`src/rtl/ldpc_pkg.sv`:
```
// Shared types and default geometry for the LDPC decoder control path.
package ldpc_pkg;

    localparam int LDPC_K        = 6;
    localparam int LDPC_J        = 3;
    localparam int LDPC_L        = 32;
    localparam int LDPC_PIPE_LAT = 4;
    localparam int LDPC_MAX_ITER = 8;

    typedef enum logic [2:0] {
        IDLE,
        LOAD,
        CNP,
        CNP_DRAIN,
        VNP,
        DECIDE,
        OUTPUT
    } state_t;

endpackage

```
`src/rtl/ldpc_addr_counter.sv`:
```
// Wrapping 0..L-1 address counter with clear priority and terminal count.
module ldpc_addr_counter #(
    parameter int L          = 32,
    parameter int ADDR_WIDTH = $clog2(L)
) (
    input  logic                  clk,
    input  logic                  reset,
    input  logic                  en,
    input  logic                  clr,
    output logic [ADDR_WIDTH-1:0] cnt,
    output logic                  tc
);

    assign tc = (cnt == ADDR_WIDTH'(L - 1));

    always_ff @(posedge clk) begin
        if (reset || clr) begin
            cnt <= '0;
        end else if (en) begin
            cnt <= tc ? '0 : cnt + ADDR_WIDTH'(1);
        end
    end

endmodule

```
`src/rtl/ldpc_iter_ctrl.sv`:
```
// Frame/iteration sequencer for the block-parallel LDPC decoder.
// Define LDPC_EARLY_TERM_EN to enable parity-based early termination.
module ldpc_iter_ctrl
    import ldpc_pkg::*;
#(
    parameter int K          = LDPC_K,
    parameter int J          = LDPC_J,
    parameter int L          = LDPC_L,
    parameter int ADDR_WIDTH = $clog2(L),
    parameter int MAX_ITER   = LDPC_MAX_ITER,
    parameter int ITER_WIDTH = $clog2(MAX_ITER + 1),
    parameter int PIPE_LAT   = LDPC_PIPE_LAT
) (
    input  logic                  clk,
    input  logic                  reset,
    input  logic                  start,
    input  logic [ITER_WIDTH-1:0] max_iter_in,
    input  logic                  int_valid,
    input  logic [J*K-1:0]        p_bit,
    input  logic                  p_valid,
    output logic                  busy,
    output logic [ADDR_WIDTH-1:0] load_add,
    output logic                  cnu_rd_en,
    output logic [ADDR_WIDTH-1:0] cnu_rd_add,
    output logic                  cnu_wr_en,
    output logic [ADDR_WIDTH-1:0] cnu_wr_add,
    output logic                  vnu_en,
    output logic [ADDR_WIDTH-1:0] vnu_add,
    output logic [ADDR_WIDTH-1:0] read_add,
    output logic                  dec_valid,
    output logic                  f_id,
    output logic [ITER_WIDTH-1:0] iter_count,
    output logic                  converged,
    output logic                  done
);

    localparam int DW = $clog2(PIPE_LAT + 1);

    state_t                state;
    state_t                next_state;
    logic                  clr;
    logic                  step;
    logic [ADDR_WIDTH-1:0] cnt;
    logic                  tc;
    logic [DW-1:0]         drain_cnt;
    logic [ITER_WIDTH-1:0] cap;
    logic [ITER_WIDTH-1:0] cap_in;
    logic [ITER_WIDTH-1:0] iter_next;
    logic                  conv_now;
    logic [PIPE_LAT-1:0]   wr_en_sr;
    logic [ADDR_WIDTH-1:0] wr_add_sr [PIPE_LAT];

    ldpc_addr_counter #(
        .L         (L),
        .ADDR_WIDTH(ADDR_WIDTH)
    ) u_cnt (
        .clk  (clk),
        .reset(reset),
        .en   (step),
        .clr  (clr),
        .cnt  (cnt),
        .tc   (tc)
    );

    assign iter_next = iter_count + ITER_WIDTH'(1);

    always_comb begin
        if (max_iter_in == '0) begin
            cap_in = ITER_WIDTH'(1);
        end else if (max_iter_in > ITER_WIDTH'(MAX_ITER)) begin
            cap_in = ITER_WIDTH'(MAX_ITER);
        end else begin
            cap_in = max_iter_in;
        end
    end

    always_comb begin
        next_state = state;
        step       = 1'b0;
        unique case (state)
            IDLE: if (start) next_state = LOAD;
            LOAD: begin
                step = int_valid;
                if (int_valid && tc) next_state = CNP;
            end
            CNP: begin
                step = 1'b1;
                if (tc) next_state = CNP_DRAIN;
            end
            CNP_DRAIN:
                if (drain_cnt == DW'(PIPE_LAT - 1)) next_state = VNP;
            VNP: begin
                step = 1'b1;
                if (tc) next_state = DECIDE;
            end
            DECIDE:
                next_state = (conv_now || iter_next == cap) ? OUTPUT : CNP;
            OUTPUT: begin
                step = 1'b1;
                if (tc) next_state = IDLE;
            end
            default: next_state = IDLE;
        endcase
        clr = (next_state != state);
    end

    always_ff @(posedge clk) begin
        if (reset) begin
            state      <= IDLE;
            f_id       <= 1'b0;
            iter_count <= '0;
            cap        <= '0;
            done       <= 1'b0;
            drain_cnt  <= '0;
        end else begin
            state     <= next_state;
            done      <= (state == OUTPUT) && tc;
            drain_cnt <= (state == CNP_DRAIN) ? drain_cnt + DW'(1) : '0;
            if (state == IDLE && start) begin
                f_id       <= ~f_id;
                iter_count <= '0;
                cap        <= cap_in;
            end else if (state == DECIDE) begin
                iter_count <= iter_next;
            end
        end
    end

    // Free-running write-back delay line; only reset clears it.
    always_ff @(posedge clk) begin
        if (reset) begin
            wr_en_sr <= '0;
            for (int i = 0; i < PIPE_LAT; i++) wr_add_sr[i] <= '0;
        end else begin
            wr_en_sr[0]  <= cnu_rd_en;
            wr_add_sr[0] <= cnu_rd_add;
            for (int i = 1; i < PIPE_LAT; i++) begin
                wr_en_sr[i]  <= wr_en_sr[i-1];
                wr_add_sr[i] <= wr_add_sr[i-1];
            end
        end
    end

`ifdef LDPC_EARLY_TERM_EN
    logic [J*K-1:0] syndrome;
    logic           conv_q;

    always_ff @(posedge clk) begin
        if (reset) begin
            syndrome <= '0;
            conv_q   <= 1'b0;
        end else begin
            if (state == IDLE && start) begin
                conv_q <= 1'b0;
            end else if (state == DECIDE) begin
                conv_q <= ~|syndrome;
            end
            if (clr && next_state == CNP) begin
                syndrome <= '0;
            end else if ((state == CNP || state == CNP_DRAIN) && p_valid) begin
                syndrome <= syndrome | p_bit;
            end
        end
    end

    assign conv_now  = ~|syndrome;
    assign converged = conv_q;
`else
    logic unused_parity;
    assign unused_parity = ^{p_bit, p_valid};
    assign conv_now      = 1'b0;
    assign converged     = 1'b0;
`endif

    assign busy       = (state != IDLE);
    assign load_add   = (state == LOAD) ? cnt : '0;
    assign cnu_rd_en  = (state == CNP);
    assign cnu_rd_add = (state == CNP) ? cnt : '0;
    assign cnu_wr_en  = wr_en_sr[PIPE_LAT-1];
    assign cnu_wr_add = wr_add_sr[PIPE_LAT-1];
    assign vnu_en     = (state == VNP);
    assign vnu_add    = (state == VNP) ? cnt : '0;
    assign dec_valid  = (state == OUTPUT);
    assign read_add   = (state == OUTPUT) ? cnt : '0;

endmodule
```
`config.mk`:
```
export PLATFORM = sky130hd
export DESIGN_NAME = ldpc_iter_ctrl
export DESIGN_NICKNAME = d
export VERILOG_FILES = /design/src/rtl/ldpc_pkg.sv /design/src/rtl/ldpc_addr_counter.sv /design/src/rtl/ldpc_iter_ctrl.sv
export SDC_FILE = /design/constraint.sdc
export NUM_CORES = 1
export LEC_CHECK = 0
export CAP_MARGIN = 0
export CORE_MARGIN = 4
export CORE_UTILIZATION = 35
export CTS_CLUSTER_SIZE = 14
export DETAILED_ROUTE_END_ITERATION = 12
export PLACE_DENSITY = 0.72
export SYNTH_ARGS = -nofsm -noshare
export SYNTH_HDL_FRONTEND = slang
export SYNTH_SLANG_ARGS = --single-unit
export TNS_END_PERCENT = 10
```
`constraint.sdc`:
```
create_clock -name clk -period 2.1 [get_ports clk]
set_clock_uncertainty 0.15 [all_clocks]
set_input_delay 0.42 -clock clk [delete_from_list [all_inputs] [get_ports clk]]
set_output_delay 0.42 -clock clk [all_outputs]
set_load 0.005 [all_outputs]
```
==> results.sh, run 1 <==
export IMPL_drtIter0Drc=36
export IMPL_rsz0062_at_grt="yes"
export IMPL_p_leak_uw=0.00120
export IMPL_r2r_cells=8
export IMPL_fin_crit_ns=2.08
export IMPL_fin_crit_sh_pct=99.2
export IMPL_rr_startpoint="u_cnt.cnt[0]"
export IMPL_core_um2=5170
export IMPL_ys_seq_area_share_pct=47.9
export IMPL_syn_area_per_cell_um2=9.22
export IMPL_drive_gt1_share_pct=15.8
export IMPL_cts_tree="done"
export IMPL_worst_setup_path_end_kind="primary output"
export IMPL_fmax_ghz=0.480
export IMPL_grt_max_degree=23
export IMPL_crit_path_max_fanout=22
export IMPL_syn_inst=204
export IMPL_hold_viol=0
export IMPL_antenna_found_initial=0
export IMPL_grt_pass1_wl_um=6460
export IMPL_holdWs_ns=0.284
export IMPL_reg2reg_setup_slack_ns=0.19
export IMPL_dp_hpwl_um=2860
export IMPL_final_cell_area_um2=2640
export IMPL_num_antenna_cells=0
export IMPL_combinationalPowerShare_pct=7.7
export IMPL_hp_class="reg2reg"
export IMPL_crit_required_ns=1.53
export IMPL_insertion_delay_ns=0.29
export IMPL_drv_slew=0
export IMPL_cp_arrival_ns=1.51
export IMPL_switching_share_pct=23.1
export IMPL_synth_nets=237
export IMPL_rr_endpoint="u_cnt.cnt[3]"
export IMPL_cp_endpoint="cnu_rd_add[4]"
export IMPL_synth_edf_count=0
export IMPL_status="finished, final reports clean"
export IMPL_switchingPower_uw=347
export IMPL_dp_cells=325
export IMPL_die_w_um=81.3
export IMPL_globalplace_congestion=0.798
export IMPL_dr_pass1_iters=4
export IMPL_pwr_share_seq_pct=57.7
export IMPL_area_growth_syn_to_layout_pct=40.1
export IMPL_pwr_density_cell_nw_per_um2=569
export IMPL_ir_worst_vdd_mv=0.321
export IMPL_setup_violations_final=0
export IMPL_die_y_um=81.3
export IMPL_criticalPathCategory="reg2out"
export IMPL_ys_ff_latch=45
export IMPL_overflow=0
export IMPL_grt_pass1_vias=1414
export IMPL_cts_num_sinks=45
export IMPL_clkPwrFrac_pct=34.6
export IMPL_avgViaCountPerCell=4.72
export IMPL_setup_worst_path_start_class="flop"
export IMPL_antenna_left=0
export IMPL_portBuffers=43
export IMPL_initial_core_util_pct=36.4
export IMPL_row_count=26
export IMPL_power_uw=1500
export IMPL_drc=0
export IMPL_wirelength_um=3990
export IMPL_cts_root_buf="clkbuf_8"
export IMPL_netlist_area_um2=1880
export IMPL_nets=297
export IMPL_dpl_instance_area_um2=2490
export IMPL_yosysWarnings=0
export IMPL_cts_max_path_buffers=2
export IMPL_fillers=473
export IMPL_drv_cap=0
export IMPL_synth_main_ff_cell="dfxtp_1"
export IMPL_internal_power_uw=1150
export IMPL_dr_total_vias=1580
export IMPL_numCtsBuffers=5
export IMPL_track_usage_pct=12.6
export IMPL_wl_per_cell_um=11.9
export IMPL_ios=64
export IMPL_cts_max_level=2
export IMPL_synthArstFlopShare_pct=0
export IMPL_startpoint="state[1]"
export IMPL_holdBufCountCts=0
export IMPL_synthDistinctLibCells=41
export IMPL_die_area_um2=6610
export IMPL_final_cells=335
export IMPL_clk_pin_slew_worst_paths_ns=0.08
[worst max-delay path: stages, from the launching register on]
cell and delay (ns):
dfxtp_4 0.39, buf_8 0.17, and3_1 0.17, clkdlybuf4s50_1 0.50
[placed cells by master (no fill, tap or decap), types with 2 or more instances in the layout]
| master | synthesis | routed |
|---|---|---|
| o21a_1 | 2 | 2 |
| nor4_1 | 2 | 2 |
| nand2_1 | 8 | 8 |
| clkdlybuf4s50_1 | 0 | 24 |
| and2_1 | 16 | 16 |
| nor2_4 | 0 | 3 |
| xor2_1 | 4 | 4 |
| dlygate4sd2_1 | 0 | 11 |
| dfxtp_4 | 0 | 3 |
| ha_1 | 6 | 5 |
| a31oi_1 | 2 | 2 |
| nand3b_1 | 4 | 4 |
| inv_1 | 5 | 5 |
| nor2b_1 | 20 | 19 |
| xnor2_1 | 6 | 6 |
| clkinvlp_4 | 0 | 2 |
| a21oi_1 | 11 | 11 |
| nor2_1 | 19 | 16 |
| dlymetal6s2s_1 | 0 | 5 |
| dfxtp_1 | 45 | 42 |
| buf_4 | 1 | 18 |
| nand3_1 | 5 | 5 |
| mux2i_1 | 2 | 2 |
| and3_1 | 11 | 11 |
| o21ai_0 | 7 | 7 |
| clkbuf_2 | 0 | 3 |
| clkbuf_8 | 0 | 5 |
[kinds of logic (layout without fill, tap and decap cells)]
| kind of cell | Yosys count | after routing | share of synthesized area [%] |
|---|---|---|---|
| XOR/XNOR | 10 | 10 | 4.65 |
| multiplexers | 2 | 2 | 1.06 |
| adder cells (fa/ha/maj) | 6 | 6 | 3.99 |
| other | 1 | 1 | 0.199 |
| flip-flops | 45 | 45 | 47.9 |
| AO/OA/AOI/OAI | 29 | 29 | 9.31 |
| AND/OR/NAND/NOR | 96 | 96 | 29.5 |
| buffers and inverters | 15 | 76 | 3.39 |
[sequential cells by signal, summed over array words and instances, names as in the netlist]
name        count
wr_add_sr      20
u_cnt.cnt       5
cap             4
iter_count      4
wr_en_sr        4
drain_cnt       3
state           3
done            1
f_id            1
[worst min-delay path by stage]
stage / start / endpoint / slack [ns] / depth (start not counted)
final: drain_cnt[0] / drain_cnt[0] / 0.28 / 1
after floorplan: drain_cnt[0] / drain_cnt[0] / 0.25 / 1
after CTS: drain_cnt[0] / drain_cnt[0] / 0.29 / 1
after global placement: drain_cnt[0] / drain_cnt[0] / 0.26 / 1
after global routing: wr_add_sr[1][0] / wr_add_sr[2][0] / 0.30 / 1
after detailed placement: wr_add_sr[1][2] / wr_add_sr[2][2] / 0.27 / 1
[through the flow]
step	setup slack, ns	TNS (ns)	util [%]
5_1_grt	-0.0511	-0.229	51.0
3_5_place_dp	0.00809	0	48.1
3_3_place_gp	0.0461	0	48.1
6_report	0.0163	0	51.0
2_1_floorplan	0.196	0	-
4_1_cts	-0.0689	-0.439	50.3
[cells in the mapped netlist, types with 2 or more instances]
| master | count | area, µm² |
|---|---|---|
| xor2_1 | 4 | 35.0 |
| nand2_1 | 8 | 30.0 |
| xnor2_1 | 6 | 52.6 |
| buf_2 | 3 | 15.0 |
| nor4_1 | 2 | 12.5 |
| o21a_1 | 2 | 15.0 |
| nor2b_1 | 20 | 125 |
| a21oi_1 | 11 | 55.1 |
| dfxtp_1 | 45 | 901 |
| and3_1 | 11 | 68.8 |
| nand3_1 | 5 | 25.0 |
| mux2i_1 | 2 | 20.0 |
| o21ai_0 | 7 | 35.0 |
| nor2_1 | 19 | 71.3 |
| a31oi_1 | 2 | 12.5 |
| clkbuf_1 | 5 | 18.8 |
| nand3b_1 | 4 | 30.0 |
| inv_1 | 5 | 18.8 |
| and2_1 | 16 | 100 |
| ha_1 | 6 | 75.1 |
[per-layer routing]
layer / track usage [%] / routed length, µm / vias up
met4: 5.07 / 53 / 0
met5: 0 / 0 / -
met2: 21.6 / 2020 / 28
li1: - / - / 808
met3: 3.22 / 147 / 5
met1: 14.9 / 1770 / 739
[power groups by stage]
stage          registers (µW)  clock network [µW]  logic [µW]
2_1_floorplan             889                   0        56.9
3_3_place_gp              887                   0         110
3_5_place_dp              888                   0         112
4_1_cts                   867                 534         115
5_1_grt                   868                 566         128
6_report                  866                 519         115
[what timing repair did]
item	in CTS	in global routing
resized for setup	29	16
pin swaps	1	3
setup buffers	0	2
endpoints found under the setup margin	24	15
[layout make-up]
cell class              instances  area, µm²  share of cell area, %
clock inverters                 2       15.0                  0.570
inverters                       6       22.5                  0.854
well taps                      70       87.6                   3.32
flip-flops and latches         45        912                   34.6
multi-input cells             144        962                   36.5
repair buffers                 62        564                   21.4
clock buffers                   6       72.6                   2.75
Power figures use the tool's default switching activity.
==> run 2, diff against run 1 <==
==> constraint.sdc (replaced) <==
create_clock -name clk -period 2.3 [get_ports clk]
set_clock_uncertainty 0.15 [all_clocks]
set_input_delay 0.46 -clock clk [delete_from_list [all_inputs] [get_ports clk]]
set_output_delay 0.46 -clock clk [all_outputs]
set_load 0.005 [all_outputs]
==> run 2 against run 1 <==
Power decreased by 1.3%. Clock-buffer cell count unchanged. Critical path depth grew 1.
==> results.sh, run 2 (synthesized netlist as in run 1, its figures left out) <==
export IMPL_status="finished, final reports clean"
export IMPL_crit_chain="nand2b_4 -> nor2_4 -> and2_1 -> clkdlybuf4s50_1"
export IMPL_pwr_density_cell_nw_per_um2=558
export IMPL_ir_worst_vdd_mv=0.239
export IMPL_portBuffers=43
export IMPL_row_count=26
export IMPL_slowest_delay_ns=0.49
export IMPL_fin_crit_sh_pct=97.7
export IMPL_worst_path_max_delay_cell="clkdlybuf4s50_1"
export IMPL_grt_pass1_vias=1365
export IMPL_switchingPower_uw=314
export IMPL_clkPwrFrac_pct=39.5
export IMPL_power_uw=1480
export IMPL_area_growth_syn_to_layout_pct=41.0
export IMPL_p_leak_uw=0.00117
export IMPL_antenna_found_initial=0
export IMPL_rr_endpoint="u_cnt.cnt[0]"
export IMPL_path_buf_inv=1
export IMPL_cts_max_level=2
export IMPL_multi_input_area_um2=950
export IMPL_cp_arrival_ns=1.64
export IMPL_setup_worst_path_start_class="flop"
export IMPL_wirelength_um=3780
export IMPL_ios=64
export IMPL_worst_setup_path_end_kind="primary output"
export IMPL_final_cell_mix="42 x dfxtp_1, 37 x clkdlybuf4s50_1, 19 x nor2b_1"
export IMPL_dp_slack_ns=0.108
export IMPL_grt_pass1_wl_um=6340
export IMPL_drc=0
export IMPL_clk_pin_slew_worst_paths_ns=0.08
export IMPL_combinationalPowerShare_pct=6.9
export IMPL_fmax_ghz=0.445
export IMPL_regMostFlops="wr_add_sr"
export IMPL_rsz0062_at_grt="yes"
export IMPL_rr_startpoint="u_cnt.cnt[2]"
export IMPL_drive_gt1_share_pct=12.6
export IMPL_globalplace_congestion=0.767
export IMPL_cts_root_buf="clkbuf_8"
export IMPL_fin_crit_ns=2.25
export IMPL_mostFrequentLayoutCell="dfxtp_1"
export IMPL_pwr_share_seq_pct=53.6
export IMPL_hp_start="drain_cnt[0]"
export IMPL_r2r_cells=6
export IMPL_largest_register_ffs=20
export IMPL_worstHoldPathCells=1
export IMPL_drv_cap=0
export IMPL_dp_hpwl_um=2670
export IMPL_switching_share_pct=21.2
export IMPL_dr_pass1_iters=4
export IMPL_initial_core_util_pct=36.4
export IMPL_largest_registers="wr_add_sr x20, u_cnt.cnt x5"
export IMPL_drv_slew=0
export IMPL_holdBufCountCts=0
export IMPL_seq_area_um2=907
export IMPL_die_w_um=81.3
export IMPL_nets=293
export IMPL_grt_max_degree=33
export IMPL_final_cell_area_um2=2650
export IMPL_track_usage_pct=12.4
export IMPL_dr_total_vias=1525
export IMPL_num_antenna_cells=0
export IMPL_setup_violations_final=0
export IMPL_hold_viol=0
export IMPL_crit_cells=4
export IMPL_hp_class="reg2reg"
export IMPL_core_um2=5170
export IMPL_fillers=481
export IMPL_cts_max_path_buffers=2
export IMPL_min_to="drain_cnt[0]"
export IMPL_internal_power_uw=1170
export IMPL_dpl_instance_area_um2=2470
export IMPL_avgViaCountPerCell=4.61
export IMPL_crit_required_ns=1.69
export IMPL_numCtsBuffers=5
export IMPL_criticalPathCategory="reg2out"
export IMPL_reg2reg_setup_slack_ns=0.32
export IMPL_antenna_left=0
export IMPL_cts_tree="done"
export IMPL_drtIter0Drc=104
export IMPL_cts_num_sinks=45
export IMPL_crit_family="buffers and inverters"
export IMPL_die_y_um=81.3
export IMPL_insertion_delay_ns=0.29
export IMPL_overflow=0
export IMPL_die_area_um2=6610
export IMPL_crit_path_max_fanout=8
export IMPL_wl_per_cell_um=11.4
export IMPL_timing_final_ws_setup_ns=0.0540
[run 2: cell count changes in the layout (fill, tap and decap cells not counted), moves of 2 or more]
cell,change
buf_4,-5
clkbuf_2,-3
clkdlybuf4s50_1,+13
clkinvlp_4,-2
dfxtp_2,+2
dfxtp_4,-2
dlygate4sd2_1,-11
[run 2: worst max path at each step]
stage	startpoint	to	slack [ns]
after floorplan	u_cnt.cnt[0]	u_cnt.cnt[0]	0.40
after global placement	int_valid	u_cnt.cnt[2]	0.14
after detailed placement	int_valid	u_cnt.cnt[3]	0.11
after CTS	state[0]	load_add[4]	-0.004
after global routing	state[0]	vnu_add[0]	-0.02
final	state[0]	vnu_add[0]	0.05
[run 2: final cells by class]
cell class                      instances  area share (%)
Multi-Input combinational cell        144            35.8
Clock inverter                          2            1.46
Inverter                                6           0.849
Tap cell                               70            3.30
Sequential cell                        45            34.2
Clock buffer                            6            2.74
Timing Repair Buffer                   58            21.7
[run 2: per-stage QoR]
step	instances	utilization [%]	hold slack (ns)	TNS, ns
floorplan	204	-	0.249	0
global placement	321	47.7	0.259	0
detailed placement	321	47.7	0.264	0
CTS	329	50.5	0.276	-0.00630
global route	331	51.3	0.297	-0.0470
finish	331	51.3	0.277	0
[run 2: timing repair]
| item | in CTS | in global routing |
|---|---|---|
| pin swaps | 1 | 2 |
| setup endpoints to repair | 23 | 19 |
| gates resized for setup | 10 | 10 |
| setup buffers | 0 | 2 |
[run 2: power groups by stage]
stage	Sequential, µW	Combinational, µW	Clock, µW
floorplan	811	52.0	0
global placement	812	96.0	0
detailed placement	812	97.0	0
CTS	795	99.1	603
global route	795	115	628
finish	794	102	585
[run 2: metal layers]
metal	wire length, µm	part of all wire [%]	track usage (%)
met4	63	1.7	5.07
met3	121	3.2	2.77
met1	1730	46	15.4
met5	0	0	0
met2	1870	49	20.6
